[config.mk]
export PLATFORM = sky130hd
export DESIGN_NAME = gpr_wr_arb_flat
export DESIGN_NICKNAME = d
export VERILOG_FILES = /design/src/rtl/gpr_wr_arb_pkg.sv /design/src/rtl/gpr_wr_arb_if.sv /design/src/rtl/gpr_wr_arb_rr_pick.sv /design/src/rtl/gpr_wr_arb.sv /design/src/flat_wrapper.sv
export SDC_FILE = /design/constraint.sdc
export NUM_CORES = 1
export LEC_CHECK = 0
export CAP_MARGIN = 20
export CELL_PAD_IN_SITES_DETAIL_PLACEMENT = 1
export CELL_PAD_IN_SITES_GLOBAL_PLACEMENT = 2
export CORE_MARGIN = 2
export CORE_UTILIZATION = 18
export DETAILED_ROUTE_END_ITERATION = 8
export PLACE_DENSITY_LB_ADDON = 0.25
export REMOVE_ABC_BUFFERS = 1
export SYNTH_ARGS = -nofsm -noshare
export SYNTH_HDL_FRONTEND = slang
export SYNTH_SLANG_ARGS = --single-unit
export TNS_END_PERCENT = 50
[constraint.sdc]
create_clock -name clk_in -period 2.2 [get_ports clk_in]
set_clock_uncertainty 0.15 [all_clocks]
set_input_delay 0.55 -clock clk_in [delete_from_list [all_inputs] [get_ports clk_in]]
set_output_delay 0.55 -clock clk_in [all_outputs]
set_load 0.03 [all_outputs]
[src/rtl/gpr_wr_arb_pkg.sv]
// Shared types and parameters for the GPR write-port arbiter and its helpers.
package gpr_wr_arb_pkg;

  localparam int NUM_LR     = 2;
  localparam int STARVE_MAX = 4;
  localparam int GPR_AW     = 5;
  localparam int XLEN       = 32;

  typedef struct packed {
    logic              wr;
    logic [GPR_AW-1:0] addr;
    logic [XLEN-1:0]   data;
  } gpr_wr_req_t;

  // Index width that stays legal for a single requester.
  function automatic int ptr_w(input int n);
    return (n > 1) ? $clog2(n) : 1;
  endfunction

endpackage

[src/rtl/gpr_wr_arb_if.sv]
// Write Back / long-latency / register-file bundle around the GPR write arbiter.
interface gpr_wr_arb_if #(
  parameter int NUM_LR = 2,
  parameter int GPR_AW = 5,
  parameter int XLEN   = 32
) ();

  logic                     cpu_halt;
  logic                     wb_wr;
  logic [GPR_AW-1:0]        wb_addr;
  logic [XLEN-1:0]          wb_data;
  logic                     wb_hold;
  logic [NUM_LR-1:0]        lr_valid;
  logic [NUM_LR*GPR_AW-1:0] lr_addr;
  logic [NUM_LR*XLEN-1:0]   lr_data;
  logic [NUM_LR-1:0]        lr_rdy;
  logic                     gpr_wr;
  logic [GPR_AW-1:0]        gpr_addr;
  logic [XLEN-1:0]          gpr_data;

  modport master (
    output cpu_halt, wb_wr, wb_addr, wb_data, lr_valid, lr_addr, lr_data,
    input  wb_hold, lr_rdy, gpr_wr, gpr_addr, gpr_data
  );

  modport slave (
    input  cpu_halt, wb_wr, wb_addr, wb_data, lr_valid, lr_addr, lr_data,
    output wb_hold, lr_rdy, gpr_wr, gpr_addr, gpr_data
  );

endinterface

[src/rtl/gpr_wr_arb_rr_pick.sv]
// Combinational round-robin picker: one-hot grant to the first request at or after ptr.
module rr_pick
  import gpr_wr_arb_pkg::*;
#(
  parameter int N  = 2,
  parameter int PW = ptr_w(N)
) (
  input  logic [N-1:0]  req,
  input  logic [PW-1:0] ptr,
  output logic [N-1:0]  gnt,
  output logic [PW-1:0] gnt_idx
);

  logic          found;
  logic [PW-1:0] idx;

  always_comb begin
    gnt     = '0;
    gnt_idx = '0;
    found   = 1'b0;
    idx     = '0;
    for (int k = 0; k < N; k++) begin
      idx = PW'((int'(ptr) + k) % N);
      if (!found && req[idx]) begin
        found      = 1'b1;
        gnt[idx]   = 1'b1;
        gnt_idx    = idx;
      end
    end
  end

endmodule

[src/rtl/gpr_wr_arb.sv]
// Arbitrates the single GPR write port between Write Back (priority) and
// out-of-order long-latency units, with a one-cycle anti-starvation hold.
module gpr_wr_arb
  import gpr_wr_arb_pkg::*;
#(
  parameter int NUM_LR     = gpr_wr_arb_pkg::NUM_LR,
  parameter int STARVE_MAX = gpr_wr_arb_pkg::STARVE_MAX,
  parameter int GPR_AW     = gpr_wr_arb_pkg::GPR_AW,
  parameter int XLEN       = gpr_wr_arb_pkg::XLEN
) (
  input  logic           clk_in,
  input  logic           reset_in,
  gpr_wr_arb_if.slave    bus
);

  localparam int PTR_W = ptr_w(NUM_LR);
  localparam int CNT_W = $clog2(STARVE_MAX + 1);

  gpr_wr_req_t       lr_req [NUM_LR];
  gpr_wr_req_t       out_q, out_d;
  logic [PTR_W-1:0]  ptr_q, ptr_d;
  logic [CNT_W-1:0]  starve_cnt_q, starve_cnt_d;
  logic [NUM_LR-1:0] pick_gnt;
  logic [PTR_W-1:0]  pick_idx;
  logic              wb_hold, grant_en, wb_gnt, lr_gnt;

  generate
    for (genvar gi = 0; gi < NUM_LR; gi++) begin : g_lr_req
      assign lr_req[gi] = '{wr:   bus.lr_valid[gi],
                            addr: bus.lr_addr[gi*GPR_AW +: GPR_AW],
                            data: bus.lr_data[gi*XLEN +: XLEN]};
    end
  endgenerate

  rr_pick #(.N(NUM_LR), .PW(PTR_W)) u_rr_pick (
    .req     (bus.lr_valid),
    .ptr     (ptr_q),
    .gnt     (pick_gnt),
    .gnt_idx (pick_idx)
  );

  // Hold comes from registered state only, so it never loops back through wb_wr.
  assign wb_hold  = (starve_cnt_q == CNT_W'(STARVE_MAX)) && !bus.cpu_halt;
  assign grant_en = !reset_in && !bus.cpu_halt;
  assign wb_gnt   = grant_en && !wb_hold && bus.wb_wr;
  assign lr_gnt   = grant_en && !wb_gnt && (|bus.lr_valid);

  assign bus.wb_hold = wb_hold;
  assign bus.lr_rdy  = lr_gnt ? pick_gnt : '0;

  always_comb begin
    out_d    = out_q;
    out_d.wr = 1'b0;
    if (wb_gnt) begin
      out_d.wr   = (bus.wb_addr != '0);
      out_d.addr = bus.wb_addr;
      out_d.data = bus.wb_data;
    end else if (lr_gnt) begin
      out_d.wr   = lr_req[pick_idx].wr && (lr_req[pick_idx].addr != '0);
      out_d.addr = lr_req[pick_idx].addr;
      out_d.data = lr_req[pick_idx].data;
    end
  end

  always_comb begin
    ptr_d = ptr_q;
    if (lr_gnt) begin
      ptr_d = (pick_idx == PTR_W'(NUM_LR - 1)) ? '0 : pick_idx + PTR_W'(1);
    end
  end

  // Halt freezes the counter even if the units go quiet meanwhile.
  always_comb begin
    starve_cnt_d = starve_cnt_q;
    if (!bus.cpu_halt) begin
      if (lr_gnt || (bus.lr_valid == '0)) begin
        starve_cnt_d = '0;
      end else if (wb_gnt && (starve_cnt_q != CNT_W'(STARVE_MAX))) begin
        starve_cnt_d = starve_cnt_q + CNT_W'(1);
      end
    end
  end

  always_ff @(posedge clk_in) begin
    if (reset_in) begin
      out_q        <= '0;
      ptr_q        <= '0;
      starve_cnt_q <= '0;
    end else begin
      out_q        <= out_d;
      ptr_q        <= ptr_d;
      starve_cnt_q <= starve_cnt_d;
    end
  end

  assign bus.gpr_wr   = out_q.wr;
  assign bus.gpr_addr = out_q.addr;
  assign bus.gpr_data = out_q.data;

endmodule

[src/flat_wrapper.sv]
// flat-port wrapper written by rule: the top's interface ports become plain ports
module gpr_wr_arb_flat import gpr_wr_arb_pkg::*;
#(
  parameter int NUM_LR     = gpr_wr_arb_pkg::NUM_LR,
  parameter int STARVE_MAX = gpr_wr_arb_pkg::STARVE_MAX,
  parameter int GPR_AW     = gpr_wr_arb_pkg::GPR_AW,
  parameter int XLEN       = gpr_wr_arb_pkg::XLEN
)
  (clk_in, reset_in, bus_cpu_halt, bus_wb_wr, bus_wb_addr, bus_wb_data, bus_lr_valid, bus_lr_addr, bus_lr_data, bus_wb_hold, bus_lr_rdy, bus_gpr_wr, bus_gpr_addr, bus_gpr_data);
  gpr_wr_arb_if #(.NUM_LR(NUM_LR), .GPR_AW(GPR_AW), .XLEN(XLEN)) bus_i ();
  input  logic clk_in;
  input  logic reset_in;
  input wire logic [$bits(bus_i.cpu_halt)-1:0] bus_cpu_halt;
  input wire logic [$bits(bus_i.wb_wr)-1:0] bus_wb_wr;
  input wire logic [$bits(bus_i.wb_addr)-1:0] bus_wb_addr;
  input wire logic [$bits(bus_i.wb_data)-1:0] bus_wb_data;
  input wire logic [$bits(bus_i.lr_valid)-1:0] bus_lr_valid;
  input wire logic [$bits(bus_i.lr_addr)-1:0] bus_lr_addr;
  input wire logic [$bits(bus_i.lr_data)-1:0] bus_lr_data;
  output wire logic [$bits(bus_i.wb_hold)-1:0] bus_wb_hold;
  output wire logic [$bits(bus_i.lr_rdy)-1:0] bus_lr_rdy;
  output wire logic [$bits(bus_i.gpr_wr)-1:0] bus_gpr_wr;
  output wire logic [$bits(bus_i.gpr_addr)-1:0] bus_gpr_addr;
  output wire logic [$bits(bus_i.gpr_data)-1:0] bus_gpr_data;
  assign bus_i.cpu_halt = bus_cpu_halt;
  assign bus_i.wb_wr = bus_wb_wr;
  assign bus_i.wb_addr = bus_wb_addr;
  assign bus_i.wb_data = bus_wb_data;
  assign bus_i.lr_valid = bus_lr_valid;
  assign bus_i.lr_addr = bus_lr_addr;
  assign bus_i.lr_data = bus_lr_data;
  assign bus_wb_hold = bus_i.wb_hold;
  assign bus_lr_rdy = bus_i.lr_rdy;
  assign bus_gpr_wr = bus_i.gpr_wr;
  assign bus_gpr_addr = bus_i.gpr_addr;
  assign bus_gpr_data = bus_i.gpr_data;
  gpr_wr_arb #(.NUM_LR(NUM_LR), .STARVE_MAX(STARVE_MAX), .GPR_AW(GPR_AW), .XLEN(XLEN)) u_core (.clk_in(clk_in), .reset_in(reset_in), .bus(bus_i));
endmodule
==> run_results.csv <==
group,metric,value,unit
run_status,status,"finished with violations",
run_status,failed_checks,"setup timing",
floorplanning,num_rows,44,
grt,grt_first_pass_wirelength,17880,µm
floorplanning,die_area,15590,µm²
clock_network,worstSkewPairLatency,0.29,ns
critical_path,rr_startpoint,"u_core.starve_cnt_q[0]$_SDFFE_PP0P_",
timing,finalCritPeriodShare,108.3,%
pwr,pwr-share-comb,31.6,%
floorplanning,die_x,124.9,µm
grt,gr-max-usage-layer,"met2",
synth,ys_ff_latch,42,
synth,synth-async-reset-ratio,0,%
final_layout,fillers,1694,
synth,yosysWarnings,0,
routing,wl,11140,µm
synth,synth-edff-count,0,
synth,yosysTopAreaCell,"dfxtp_1",
placed_design,gp_congestion,0.7279,
placed_design,place_hpwl,8073,µm
hold_path,hp-class,"flip-flop to flip-flop",
pwr,intPower,1.599,mW
synth,syn_area,2629,µm²
routing,vias,2959,
timing,whs,0.3201,ns
final_layout,final_common_cell,"clkdlybuf4s50_1",
routing,drc,0,
clock_network,cts.path.max_buffers,2,
timing,rsz0062_at_grt,"true",
pwr,power.leakage,1.628,nW
placed_design,port_buffers,157,
timing,fin_crit,2.384,ns
timing,drv_slew,0,
critical_path,worstReg2RegEnd,"u_core.bus.gpr_data[5]$_SDFFE_PP0P_",
critical_path,end_kind,"output port",
synth,synth.area.top_cells,"dfxtp_1, a221oi_2, nand2_1",
hold_path,hold_start,"u_core.bus.gpr_data[6]$_SDFFE_PP0P_",
pwr,clkPwrFrac,31.9,%
routing,via_per_inst,4.559,
timing,hold_viol_final,0,
timing,slew_headroom,52.41,%
critical_path,r2r_setup_slack,0.15,ns
critical_path,arrival,1.68,ns
grt,grtUsageMet1,17.90,%
final_layout,fin_area,4568,µm²
grt,grt_pass1_vias,3306,
hold_path,hold_depth,2,
placed_design,placed_area,4402,µm²
routing,final_antenna_net_count,0,
floorplanning,ioPinCount,158,
grt,grt_max_degree,33,
pwr,p_seq_share,36.5,%
synth,synth_cell_types,38,
clock_network,cts-root-buf,"clkbuf_16",
grt,grt_use_met2,25.07,%
synth,synthCells,301,
timing,max_freq,419.5,MHz
pwr,power,2.274,mW
synth,synthFlopType,"dfxtp_1",
clock_network,clkTransAtPathRegs,0.06,ns
pwr,p_sw_share,29.68,%
critical_path,startpoint_type,"primary input",
clock_network,numCtsBuffers,5,
timing,timing.final.ws_setup,-0.1836,ns
job,maxCapViolations,0,
grt,antenna_found_initial,0,
floorplanning,initial_utilization,18.23,%
final_layout,antenna_cells,0,
final_layout,drive_gt1_share,21.29,%
critical_path,critPathMaxFanout,3,
synth,ys_seq_area_share,31.98,%
pwr,peakVddDrop,0.2310,mV
hold_path,min_to,"u_core.bus.gpr_data[6]$_SDFFE_PP0P_",
synth,synth.avg_cell_area,8.733,µm²
synth,synth_top_area_share,31.98,%
critical_path,r2r.worst_path.cells,7,
final_layout,final_nets,584,
placed_design,pre_cts_ws,-0.4579,ns
grt,grtUsageMet3,3.479,%
floorplanning,die_h,124.9,µm
timing,setup_violations,2,
critical_path,worstSetupPathType,"primary input to output port",
timing,tightestPinTransition,0.7077,ns
grt,grt_overflow,0,
floorplanning,core,14420,µm²
clock_network,cts_tree,"yes",
pwr,power_density,497.8,nW/µm²
clock_network,cts_hold_buf,0,
routing,wire_per_inst,17.16,µm
critical_path,required,1.50,ns
final_layout,area_growth,73.77,%
pwr,switching_power,675.0,µW
routing,first_pass_iters,4,
clock_network,htree_levels,2,
grt,grt_use_total,14.30,%
routing,dr.first_iter.drc_count,88,
final_layout,mostFrequentLayoutCells,"clkdlybuf4s50_1, nand2_1, a21oi_1",
clock_network,clock-sinks,42,
cells by family after synthesis:
| family | synth area share [%] |
|---|---|
| AOI/OAI and AO/OA | 38.17 |
| adders and majority gates | 0.9518 |
| buffers and inverters | 11.42 |
| DFF | 31.98 |
| muxes | 0.3808 |
| and+or+nand+nor | 17.09 |
worst max-delay path by stage:
| stage | slack [ns] | end | cells after the start | from |
|---|---|---|---|---|
| 4_1_cts | -0.26 | bus_lr_rdy[1] | 6 | u_core.starve_cnt_q[1]$_SDFFE_PP0P_ |
| 3_5_place_dp | -0.46 | bus_lr_rdy[0] | 5 | bus_wb_wr |
| 5_1_grt | -0.25 | bus_lr_rdy[1] | 6 | u_core.starve_cnt_q[1]$_SDFFE_PP0P_ |
| 2_1_floorplan | -0.83 | bus_lr_rdy[0] | 3 | bus_lr_valid[0] |
| 3_3_place_gp | -0.46 | bus_lr_rdy[0] | 5 | bus_wb_wr |
| 6_report | -0.18 | bus_lr_rdy[1] | 5 | bus_wb_wr |
power groups by stage:
stage | clock network (mW) | registers (mW) | logic [mW]
global placement | 0 | 0.846 | 0.720
detailed placement | 0 | 0.848 | 0.725
floorplan | 0 | 0.932 | 0.197
CTS | 0.760 | 0.831 | 0.731
finish | 0.725 | 0.830 | 0.719
global route | 0.788 | 0.837 | 0.774
synth_stat cells, types with 5 or more instances:
cell / number
buf_2: 5
nor2_1: 7
and3_1: 5
a22oi_1: 5
dfxtp_1: 42
a221oi_2: 20
a21oi_2: 27
clkbuf_8: 9
buf_6: 7
a221oi_1: 11
nand2_1: 67
clkbuf_1: 5
a21oi_1: 48
o21ai_0: 7
inv_1: 6
nor3_1: 5
state kept, by name, summed over array words and instances, names as in the netlist:
register and cells:
u_core.ptr_q 1, u_core.bus.gpr_addr 5, u_core.starve_cnt_q 3, u_core.bus.gpr_wr 1, u_core.bus.gpr_data 32
layer usage:
layer | part of all wire [%] | up-vias | wire length [µm]
met3 | 5.3 | 7 | 593
met4 | 0.82 | 0 | 91
li1 | - | 1425 | -
met5 | 0 | - | 0
met2 | 49 | 89 | 5452
met1 | 45 | 1438 | 5000
critical path, stage by stage:
cell,delay [ns]
clkdlybuf4s15_1,0.17
a21boi_2,0.16
or4_4,0.53
nor2_4,0.13
buf_6,0.14
layout make-up:
| type | count | area, µm² | area share, % |
|---|---|---|---|
| Clock buffer | 7 | 132.6 | 2.903 |
| Inverter | 6 | 22.52 | 0.4930 |
| Multi-Input combinational cell | 224 | 1509 | 33.03 |
| Sequential cell | 42 | 843.3 | 18.46 |
| Tap cell | 184 | 230.2 | 5.040 |
| Timing Repair Buffer | 186 | 1831 | 40.07 |
what timing repair did:
item	4_1_cts	5_1_grt
pin swaps	4	2
resized for setup	15	0
endpoints found under the setup margin	33	3
buffers inserted	1	0
through the flow:
step           instances  util (%)  setup TNS (ns)
6_report             649     31.67         -0.3481
5_1_grt              649     31.67         -0.4781
4_1_cts              649     31.67         -0.4854
3_5_place_dp         641     30.52          -13.58
3_3_place_gp         641     30.52          -12.86
2_1_floorplan        272         -          -11.61
Note: power is estimated with default switching activity, not from simulation.
